--- src/rtl/lap_store_if.sv ---
// rtl/lap_store_if.sv - lap memory bundle between stopwatch counters and display driver
// Ports carried:
//   i_digits      [15:0]  live time {min tens, min ones, sec tens, sec ones}, BCD
//   i_capture             one-cycle lap pulse
//   i_recall_next         one-cycle pulse, step to an older lap
//   i_recall_prev         one-cycle pulse, step to a newer lap
//   i_clear               one-cycle pulse, empty the buffer
//   o_digits      [15:0]  digits to the seven-segment driver
//   o_recall              high while a stored lap is shown
//   o_index  [IDX_W-1:0]  age of the shown lap (1 = newest), 0 when live
//   o_count  [IDX_W-1:0]  number of valid entries
//   o_full                buffer holds DEPTH entries
//   o_overflow            sticky, an old lap was overwritten
// master: stopwatch side; slave: lap_store.
interface lap_store_if #(
  parameter int IDX_W = 4
);
  logic [15:0]      i_digits;
  logic             i_capture;
  logic             i_recall_next;
  logic             i_recall_prev;
  logic             i_clear;
  logic [15:0]      o_digits;
  logic             o_recall;
  logic [IDX_W-1:0] o_index;
  logic [IDX_W-1:0] o_count;
  logic             o_full;
  logic             o_overflow;

  modport master (
    output i_digits, i_capture, i_recall_next, i_recall_prev, i_clear,
    input  o_digits, o_recall, o_index, o_count, o_full, o_overflow
  );

  modport slave (
    input  i_digits, i_capture, i_recall_next, i_recall_prev, i_clear,
    output o_digits, o_recall, o_index, o_count, o_full, o_overflow
  );
endinterface

--- src/rtl/lap_store.sv ---
// rtl/lap_store.sv - stopwatch lap ring buffer with live pass-through and recall
// Ports:
//   i_clk    system clock
//   i_reset  synchronous active-high reset
//   bus      lap_store_if.slave (live digits and pulses in, display/status out)
// Optional feature: define LAP_SPLIT_EN to store split times (current minus
// previous capture) instead of absolute times.
module lap_store #(
  parameter int DEPTH = 8,
  parameter int IDX_W = 4
) (
  input  logic       i_clk,
  input  logic       i_reset,
  lap_store_if.slave bus
);
  localparam int PTR_W = (DEPTH > 1) ? $clog2(DEPTH) : 1;
  localparam logic [IDX_W-1:0] FULL_CNT = IDX_W'(DEPTH);
  localparam logic [IDX_W-1:0] ONE      = IDX_W'(1);

  typedef enum logic {S_LIVE, S_RECALL} state_t;

  state_t           state_q, state_d;
  logic [PTR_W-1:0] wp_q, wp_d;
  logic [IDX_W-1:0] count_q, count_d;
  logic [IDX_W-1:0] index_q, index_d;
  logic             overflow_q, overflow_d;
  logic [15:0]      mem_q [DEPTH];
  logic [15:0]      mem_d [DEPTH];
  logic [15:0]      cap_val;
  logic [PTR_W-1:0] rd_ptr;

`ifdef LAP_SPLIT_EN
  logic [15:0] last_abs_q, last_abs_d;
  logic [7:0]  sec_cur, sec_prev, min_cur, min_prev;
  logic [7:0]  sec_diff, min_tmp, min_diff;
  logic        sec_borrow;

  // Split = now - last capture; seconds wrap at 60 borrowing a minute,
  // minutes wrap at 100. Done in binary then converted back to BCD.
  always_comb begin
    sec_cur    = 8'(bus.i_digits[7:4]) * 8'd10 + 8'(bus.i_digits[3:0]);
    sec_prev   = 8'(last_abs_q[7:4]) * 8'd10 + 8'(last_abs_q[3:0]);
    min_cur    = 8'(bus.i_digits[15:12]) * 8'd10 + 8'(bus.i_digits[11:8]);
    min_prev   = 8'(last_abs_q[15:12]) * 8'd10 + 8'(last_abs_q[11:8]);
    sec_borrow = sec_cur < sec_prev;
    sec_diff   = sec_borrow ? (sec_cur + 8'd60 - sec_prev) : (sec_cur - sec_prev);
    min_tmp    = min_cur + 8'd100 - min_prev - 8'(sec_borrow);
    min_diff   = (min_tmp >= 8'd100) ? (min_tmp - 8'd100) : min_tmp;
    cap_val    = {4'(min_diff / 8'd10), 4'(min_diff % 8'd10),
                  4'(sec_diff / 8'd10), 4'(sec_diff % 8'd10)};
  end
`else
  assign cap_val = bus.i_digits;
`endif

  // Priority: clear > capture > recall_next > recall_prev.
  always_comb begin
    state_d    = state_q;
    wp_d       = wp_q;
    count_d    = count_q;
    index_d    = index_q;
    overflow_d = overflow_q;
    mem_d      = mem_q;
`ifdef LAP_SPLIT_EN
    last_abs_d = last_abs_q;
`endif
    if (bus.i_clear) begin
      state_d    = S_LIVE;
      wp_d       = '0;
      count_d    = '0;
      index_d    = '0;
      overflow_d = 1'b0;
`ifdef LAP_SPLIT_EN
      last_abs_d = '0;
`endif
    end else if (bus.i_capture) begin
      mem_d[wp_q] = cap_val;
      wp_d        = wp_q + 1'b1;
`ifdef LAP_SPLIT_EN
      last_abs_d  = bus.i_digits;
`endif
      if (count_q == FULL_CNT) begin
        overflow_d = 1'b1;
      end else begin
        count_d = count_q + ONE;
      end
      // Age of the shown lap grows by one so the same lap stays on screen;
      // when the oldest slot is shown in a full buffer it is the one being
      // overwritten, so the index has nowhere to go.
      if (state_q == S_RECALL && !(index_q == FULL_CNT && count_q == FULL_CNT)) begin
        index_d = index_q + ONE;
      end
    end else if (bus.i_recall_next) begin
      if (state_q == S_LIVE) begin
        if (count_q != '0) begin
          state_d = S_RECALL;
          index_d = ONE;
        end
      end else if (index_q == count_q) begin
        state_d = S_LIVE;
        index_d = '0;
      end else begin
        index_d = index_q + ONE;
      end
    end else if (bus.i_recall_prev) begin
      if (state_q == S_RECALL) begin
        if (index_q == ONE) begin
          state_d = S_LIVE;
          index_d = '0;
        end else begin
          index_d = index_q - ONE;
        end
      end
    end
  end

  always_ff @(posedge i_clk) begin
    if (i_reset) begin
      state_q    <= S_LIVE;
      wp_q       <= '0;
      count_q    <= '0;
      index_q    <= '0;
      overflow_q <= 1'b0;
`ifdef LAP_SPLIT_EN
      last_abs_q <= '0;
`endif
    end else begin
      state_q    <= state_d;
      wp_q       <= wp_d;
      count_q    <= count_d;
      index_q    <= index_d;
      overflow_q <= overflow_d;
`ifdef LAP_SPLIT_EN
      last_abs_q <= last_abs_d;
`endif
    end
  end

  // Entry contents survive reset/clear; count and wp decide what is valid.
  always_ff @(posedge i_clk) begin
    mem_q <= mem_d;
  end

  // index == DEPTH truncates to 0, which is the right ring offset.
  assign rd_ptr = wp_q - index_q[PTR_W-1:0];

  assign bus.o_digits   = (state_q == S_RECALL) ? mem_q[rd_ptr] : bus.i_digits;
  assign bus.o_recall   = (state_q == S_RECALL);
  assign bus.o_index    = index_q;
  assign bus.o_count    = count_q;
  assign bus.o_full     = (count_q == FULL_CNT);
  assign bus.o_overflow = overflow_q;
endmodule

--- src/flat_wrapper.sv ---
// flat-port wrapper written by rule: the top's interface ports become plain ports
module lap_store_flat 
#(
  parameter int DEPTH = 8,
  parameter int IDX_W = 4
)
  (i_clk, i_reset, bus_i_digits, bus_i_capture, bus_i_recall_next, bus_i_recall_prev, bus_i_clear, bus_o_digits, bus_o_recall, bus_o_index, bus_o_count, bus_o_full, bus_o_overflow);
  lap_store_if #(.IDX_W(IDX_W)) bus_i ();
  input  logic i_clk;
  input  logic i_reset;
  input wire logic [$bits(bus_i.i_digits)-1:0] bus_i_digits;
  input wire logic [$bits(bus_i.i_capture)-1:0] bus_i_capture;
  input wire logic [$bits(bus_i.i_recall_next)-1:0] bus_i_recall_next;
  input wire logic [$bits(bus_i.i_recall_prev)-1:0] bus_i_recall_prev;
  input wire logic [$bits(bus_i.i_clear)-1:0] bus_i_clear;
  output wire logic [$bits(bus_i.o_digits)-1:0] bus_o_digits;
  output wire logic [$bits(bus_i.o_recall)-1:0] bus_o_recall;
  output wire logic [$bits(bus_i.o_index)-1:0] bus_o_index;
  output wire logic [$bits(bus_i.o_count)-1:0] bus_o_count;
  output wire logic [$bits(bus_i.o_full)-1:0] bus_o_full;
  output wire logic [$bits(bus_i.o_overflow)-1:0] bus_o_overflow;
  assign bus_i.i_digits = bus_i_digits;
  assign bus_i.i_capture = bus_i_capture;
  assign bus_i.i_recall_next = bus_i_recall_next;
  assign bus_i.i_recall_prev = bus_i_recall_prev;
  assign bus_i.i_clear = bus_i_clear;
  assign bus_o_digits = bus_i.o_digits;
  assign bus_o_recall = bus_i.o_recall;
  assign bus_o_index = bus_i.o_index;
  assign bus_o_count = bus_i.o_count;
  assign bus_o_full = bus_i.o_full;
  assign bus_o_overflow = bus_i.o_overflow;
  lap_store #(.DEPTH(DEPTH), .IDX_W(IDX_W)) u_core (.i_clk(i_clk), .i_reset(i_reset), .bus(bus_i));
endmodule
--- config.mk ---
export PLATFORM = sky130hd
export DESIGN_NAME = lap_store_flat
export DESIGN_NICKNAME = d
export VERILOG_FILES = /design/src/rtl/lap_store_if.sv /design/src/rtl/lap_store.sv /design/src/flat_wrapper.sv
export SDC_FILE = /design/constraint.sdc
export NUM_CORES = 1
export LEC_CHECK = 0
export CAP_MARGIN = 0
export CORE_UTILIZATION = 58
export DETAILED_ROUTE_END_ITERATION = 8
export GPL_TIMING_DRIVEN = 0
export PLACE_DENSITY = 0.77
export RECOVER_POWER = 50
export SETUP_SLACK_MARGIN = 0.1
export SYNTH_ARGS = -nofsm -noshare
export SYNTH_HDL_FRONTEND = slang
export SYNTH_SLANG_ARGS = --single-unit
--- constraint.sdc ---
create_clock -name i_clk -period 4.8 [get_ports i_clk]
set_input_delay 0.96 -clock i_clk [delete_from_list [all_inputs] [get_ports i_clk]]
set_output_delay 0.96 -clock i_clk [all_outputs]
set_load 0.01 [all_outputs]
---- Word-level counts from Yosys, hierarchy flattened ----
Cells that the tools add are included.
word-level totals
  output and inout port bits .............. 27
  register bits after elaboration ......... 141
  word-level logic and storage cells ...... 69
  bits of input ports ..................... 22
operators by class
  reduce and logical (&&, ||, !) cells .... 15
  eq/ne operators ......................... 5
  $lt $le $gt $ge ......................... 3
  add/subtract/negate cells ............... 5
  bitwise gates (word level) .............. 5
  multiplexer cells ....................... 23
operators by type and width
  operator               number
  $bwmux W128            1
  $mux W16               4
  $bmux W16 S3           1
  $demux W16 S3          1
  $mux W4                9
  $reduce_bool A3 Y1     3
  $add A4 B1 Y4 const B  2
  $eq A4 B4 Y1 const B   2
  $ge A4 B4 Y1 const B   2
  $not A3 Y4             2
  $reduce_and A2 Y1      4
  $mux W1                7
  $eq A4 B1 Y1 const B   1
  $eq A4 B4 Y1           1
  $lt A4 B1 Y1 const B   1
  $reduce_and A4 Y1      1
  $reduce_bool A4 Y1     1
  $sub A4 B1 Y4 const B  1
  $add A3 B1 Y3 const B  1
  $logic_and A1 B1 Y1    3
  $not A1 Y1             3
  $sub A3 B3 Y3          1
  $ne A2 B1 Y1 const B   1
  $reduce_bool A2 Y1     1
  2 further kinds        2

---- Logic depth before layout (Yosys ltp) ----
Gate-level depths: netlist (run 1).
  depth after elaboration ................. 6
  depth in mapped cells ................... 9
  gate-level depth less buffers ........... 8

---- Worst setup path after synthesis (run 1) ----
OpenSTA, ideal clock, no wires.
  path kind ............................... input port to flip-flop
  start point ............................. in bus_i_capture
  end point ............................... reg u_core.mem_q[48] (netlist name), enable pin
  data arrival time ....................... 3.172 ns
  setup time .............................. 0.430 ns
  required time ........................... 4.370 ns
  path buffers ............................ 2
  setup slack ............................. 1.198 ns
  cell stages on the path ................. 4
  cell sequence ........................... buf_2 buf_1 nand2_1 nor4_1
on the way
  cells in the longest elaborated chain, start to end .. 1
RTL lines
  element                             RTL line            text
  start, declared                     flat_wrapper.sv:12  input wire logic [$bits(bus_i.i_capture)-1:0] bus_i_capture;
  $reduce_and A2 Y1 (no source line)  n/a
  end signal, assigned                lap_store.sv:141    mem_q <= mem_d;
  end, declared                       lap_store.sv:27     logic [15:0] mem_q [DEPTH];
Every way passes these cells.
A chain may end at the register's enable or synchronous reset.

---- Worst setup path in the final report (run 1) ----
  start point ............................. reg u_core.index_q[0], in the netlist u_core.bus.o_index[0]
  end point ............................... out bus_o_digits[9]
on the way
  cells in the longest elaborated chain, start to end .. 6
RTL lines
  element                                       RTL line            text
  start, declared                               lap_store.sv:25     logic [IDX_W-1:0] index_q, index_d;
  start signal, assigned                        lap_store.sv:131    index_q <= index_d;
  $sub A3 B3 Y3                                 lap_store.sv:145    assign rd_ptr = wp_q - index_q[PTR_W-1:0];
  $not A3 Y4 (implied by the code)              lap_store.sv:147    assign bus.o_digits = (state_q == S_RECALL) ? mem_q[rd_ptr] : bus.i_digits;
  $bmux W16 S3                                  lap_store.sv:147
  $mux W16 (implied by the code) (2 in series)  lap_store.sv:147
  $mux W16                                      lap_store.sv:147
  end, declared                                 flat_wrapper.sv:16  output wire logic [$bits(bus_i.o_digits)-1:0] bus_o_digits;
Every way passes these cells. The select of a mux whose other input is x is not followed.

==> impl_metrics.yaml, run 1 <==
global_routing:
  antenna_found_initial: 0
  grt_use_met3_pct: 6.59
  grt_util_met2_pct: 40.6
  grt.total_usage_pct: 25.2
  grt_pass1_wl_um: 18300
  met1_usage_pct: 33.6
  grt_max_degree: 17
  grt_pass1_vias: 3382
  grt.busiest_layer: "met2"
  grt_overflow_total: 0
power:
  power_mw: 2.71
  ir_worst_vdd_mv: 0.239
  power.density_nw_per_um2: 374
  power_leakage_nw: 2.38
sta:
  fin_skew_ns: 0.00682
  whs_ns: 0.473
  layout_worst_path_cycle_share_pct: 92.8
  hold_viol: 0
  final-max-slew-violation-count: 0
  rsz0062_at_grt: "false"
  worst_slack_ns: 0.346
  fin_tns_setup_ns: 0
  setup-violations-final: 0
  maxSlewHeadroom_pct: 23.1
  timing.final.crit_period_ns: 4.45
  fmax_mhz: 225
  tightest_slew_ns: 1.15
floorplanning:
  die_w_um: 103
  start_util_pct: 60.2
  num_rows: 36
  die_h_um: 103
  ioPinCount: 49
  die_area_um2: 10600
  core_area_um2: 9860
cells_and_area:
  final_core_util_pct: 73.3
  final_cell_area_um2: 7230
  area_delta_synth_final_pct: 21.8
  stdcell_count: 564
  nNetsFinal: 449
  fillers: 598
  layout_commonest_cell: "edfxtp_1"
  layout_common_cells: "edfxtp_1, nor2_1, mux4_2"
  drive_above_1_share_pct: 22.5
  insertedDiodeCount: 0
synth:
  yosys_warnings: 0
  avgSynthCellArea_um2: 17.3
  yosysUniqueCellTypes: 42
  seq_area_frac_synth_pct: 69.1
  synth_seq_cells: 141
  syn-num-nets: 374
  syn_inst: 343
  synth_area_um2: 5940
detailed_routing:
  vias_per_cell: 5.78
  wire_per_inst_um: 21.1
  drc: 0
  ant_nets: 0
  wl_um: 11900
  via_count: 3258
  dr.first_iter.drc_count: 236
  drtPass1Iterations: 5
critical_path:
  arrival_ns: 3.49
  start_kind: "flop"
  worstPathMaxFanout: 10
  crit_required_ns: 3.84
  worst-setup-path-type: "flop to output pin"
  cp-end-kind: "output pin"
hold_path:
  min_path_type: "flop to flop"
cts:
  cts_buffer_depth: 2
  htree_levels: 4
  cts_buffers: 17
  numClockSinks: 141
  clk-insertion-delay-late_ns: 0.53
  clkTransAtPathRegs_ns: 0.06
  cts_tree: "done"
  cts_root_buf: "clkbuf_8"
place:
  dp_hpwl_um: 7710
  place_congestion: 0.892
  dp_cells: 532
  postPlaceCellArea_um2: 6720
  post-place-ws_ns: 0.660
  port_buffers: 46
outcome:
  status: "completed"
job:
  maxCapViolCount: 0
-- synth_stat cells, drive strengths merged --
| cell type | n | share of area [%] |
|---|---|---|
| a211oi | 1 | 0.13 |
| a21oi | 20 | 1.7 |
| a22oi | 1 | 0.13 |
| a2bb2oi | 1 | 0.15 |
| a31o | 1 | 0.15 |
| a31oi | 2 | 0.21 |
| a32oi | 1 | 0.15 |
| and3b | 2 | 0.32 |
| buf | 13 | 1.5 |
| clkbuf | 6 | 0.38 |
| dfxtp | 13 | 4.4 |
| edfxtp | 128 | 65 |
| fa | 1 | 0.34 |
| ha | 8 | 1.7 |
| inv | 9 | 0.57 |
| mux2i | 19 | 3.2 |
| mux4 | 32 | 12 |
| nand2 | 5 | 0.32 |
| nand2b | 3 | 0.32 |
| nand3 | 3 | 0.25 |
| nand3b | 1 | 0.13 |
| nand4 | 2 | 0.21 |
| nand4b | 1 | 0.15 |
| nor2 | 38 | 2.4 |
| nor3 | 6 | 0.51 |
| nor3b | 2 | 0.25 |
| nor4 | 2 | 0.21 |
| o211ai | 1 | 0.13 |
| o21ai | 5 | 0.42 |
| o311ai | 1 | 0.15 |
| o31ai | 1 | 0.13 |
| or2 | 2 | 0.21 |
| or3 | 1 | 0.11 |
| xnor2 | 8 | 1.5 |
| xor2 | 3 | 0.76 |
-- power breakdown --
part | switching [mW] | internal (mW) | total [mW]
Combinational | 0.0830 | 0.0814 | 0.164
Sequential | 0.00510 | 1.35 | 1.35
Clock | 0.537 | 0.650 | 1.19
-- state kept, by name, summed over array words and instances (netlist names) --
| register | flops |
|---|---|
| u_core.mem_q | 128 |
| u_core.bus.o_index | 4 |
| u_core.bus.o_count | 4 |
| u_core.bus.o_overflow | 1 |
| u_core.bus.o_recall | 1 |
| u_core.wp_q | 3 |
-- final timing paths --
kind                                                         start  cells after the start                                 end  slack (ns)
worst min register to register  u_core.bus.o_overflow$_SDFFE_PP0P_                      2  u_core.bus.o_overflow$_SDFFE_PP0P_        0.47
worst max register to register         u_core.wp_q[0]$_SDFFE_PP0P_                      4          u_core.mem_q[39]$_DFFE_PP_        2.47
worst max-delay path            u_core.bus.o_index[0]$_SDFFE_PP0P_                      9                     bus_o_digits[9]        0.35
worst min-delay path            u_core.bus.o_overflow$_SDFFE_PP0P_                      2  u_core.bus.o_overflow$_SDFFE_PP0P_        0.47
-- worst max-delay path: stages, from the launching register on --
cell	delay (ns)
dfxtp_1	0.56
ha_1	0.22
inv_1	0.06
fa_1	0.46
xor2_4	0.20
xnor2_4	0.39
buf_12	0.22
mux2i_1	0.10
a21oi_1	0.20
clkdlybuf4s50_1	0.57
-- final cells by class --
class	count	area (µm²)	area share (%)
inverter	9	33.8	0.467
clock inverter	15	124	1.71
buffer	19	115	1.59
tap	133	166	2.30
clock buffer	17	414	5.73
timing repair buffer	56	562	7.77
sequential	141	4100	56.7
multi-input combinational	174	1710	23.7
-- layer usage --
| metal | up-vias | wire [µm] |
|---|---|---|
| met4 | 0 | 113 |
| met5 | - | 0 |
| li1 | 1494 | - |
| met2 | 89 | 6120 |
| met3 | 10 | 454 |
| met1 | 1665 | 5230 |
-- kinds of logic (layout without fill, tap and decap cells) --
| group | count (synthesis) | count (layout) | share of synthesized area, % |
|---|---|---|---|
| AOI/OAI and AO/OA | 35 | 35 | 3.41 |
| buffers and inverters | 28 | 116 | 2.47 |
| adders and majority gates | 9 | 9 | 2.02 |
| muxes | 51 | 51 | 15.3 |
| and+or+nand+nor | 68 | 68 | 5.37 |
| DFF | 141 | 141 | 69.1 |
| xor gates and xnor gates | 11 | 11 | 2.26 |
-- repair_timing --
item / 4_1_cts / 5_1_grt
resized for setup: 3 / 0
buffers inserted: 0 / 0
hold buffers: 0 / 0
setup endpoints to repair: 6 / 0
No activity file was read; power rests on OpenSTA's default activity.
==> run 2: changes to the inputs <==
--- a/config.mk
+++ b/config.mk
@@ -5,7 +5,6 @@
 export SDC_FILE = /design/constraint.sdc
 export NUM_CORES = 1
 export LEC_CHECK = 0
-export CAP_MARGIN = 0
 export CORE_UTILIZATION = 58
 export DETAILED_ROUTE_END_ITERATION = 8
 export GPL_TIMING_DRIVEN = 0
==> results of run 2 <==
Same layout as run 1: the final DEF is identical, and so are final timing and power.
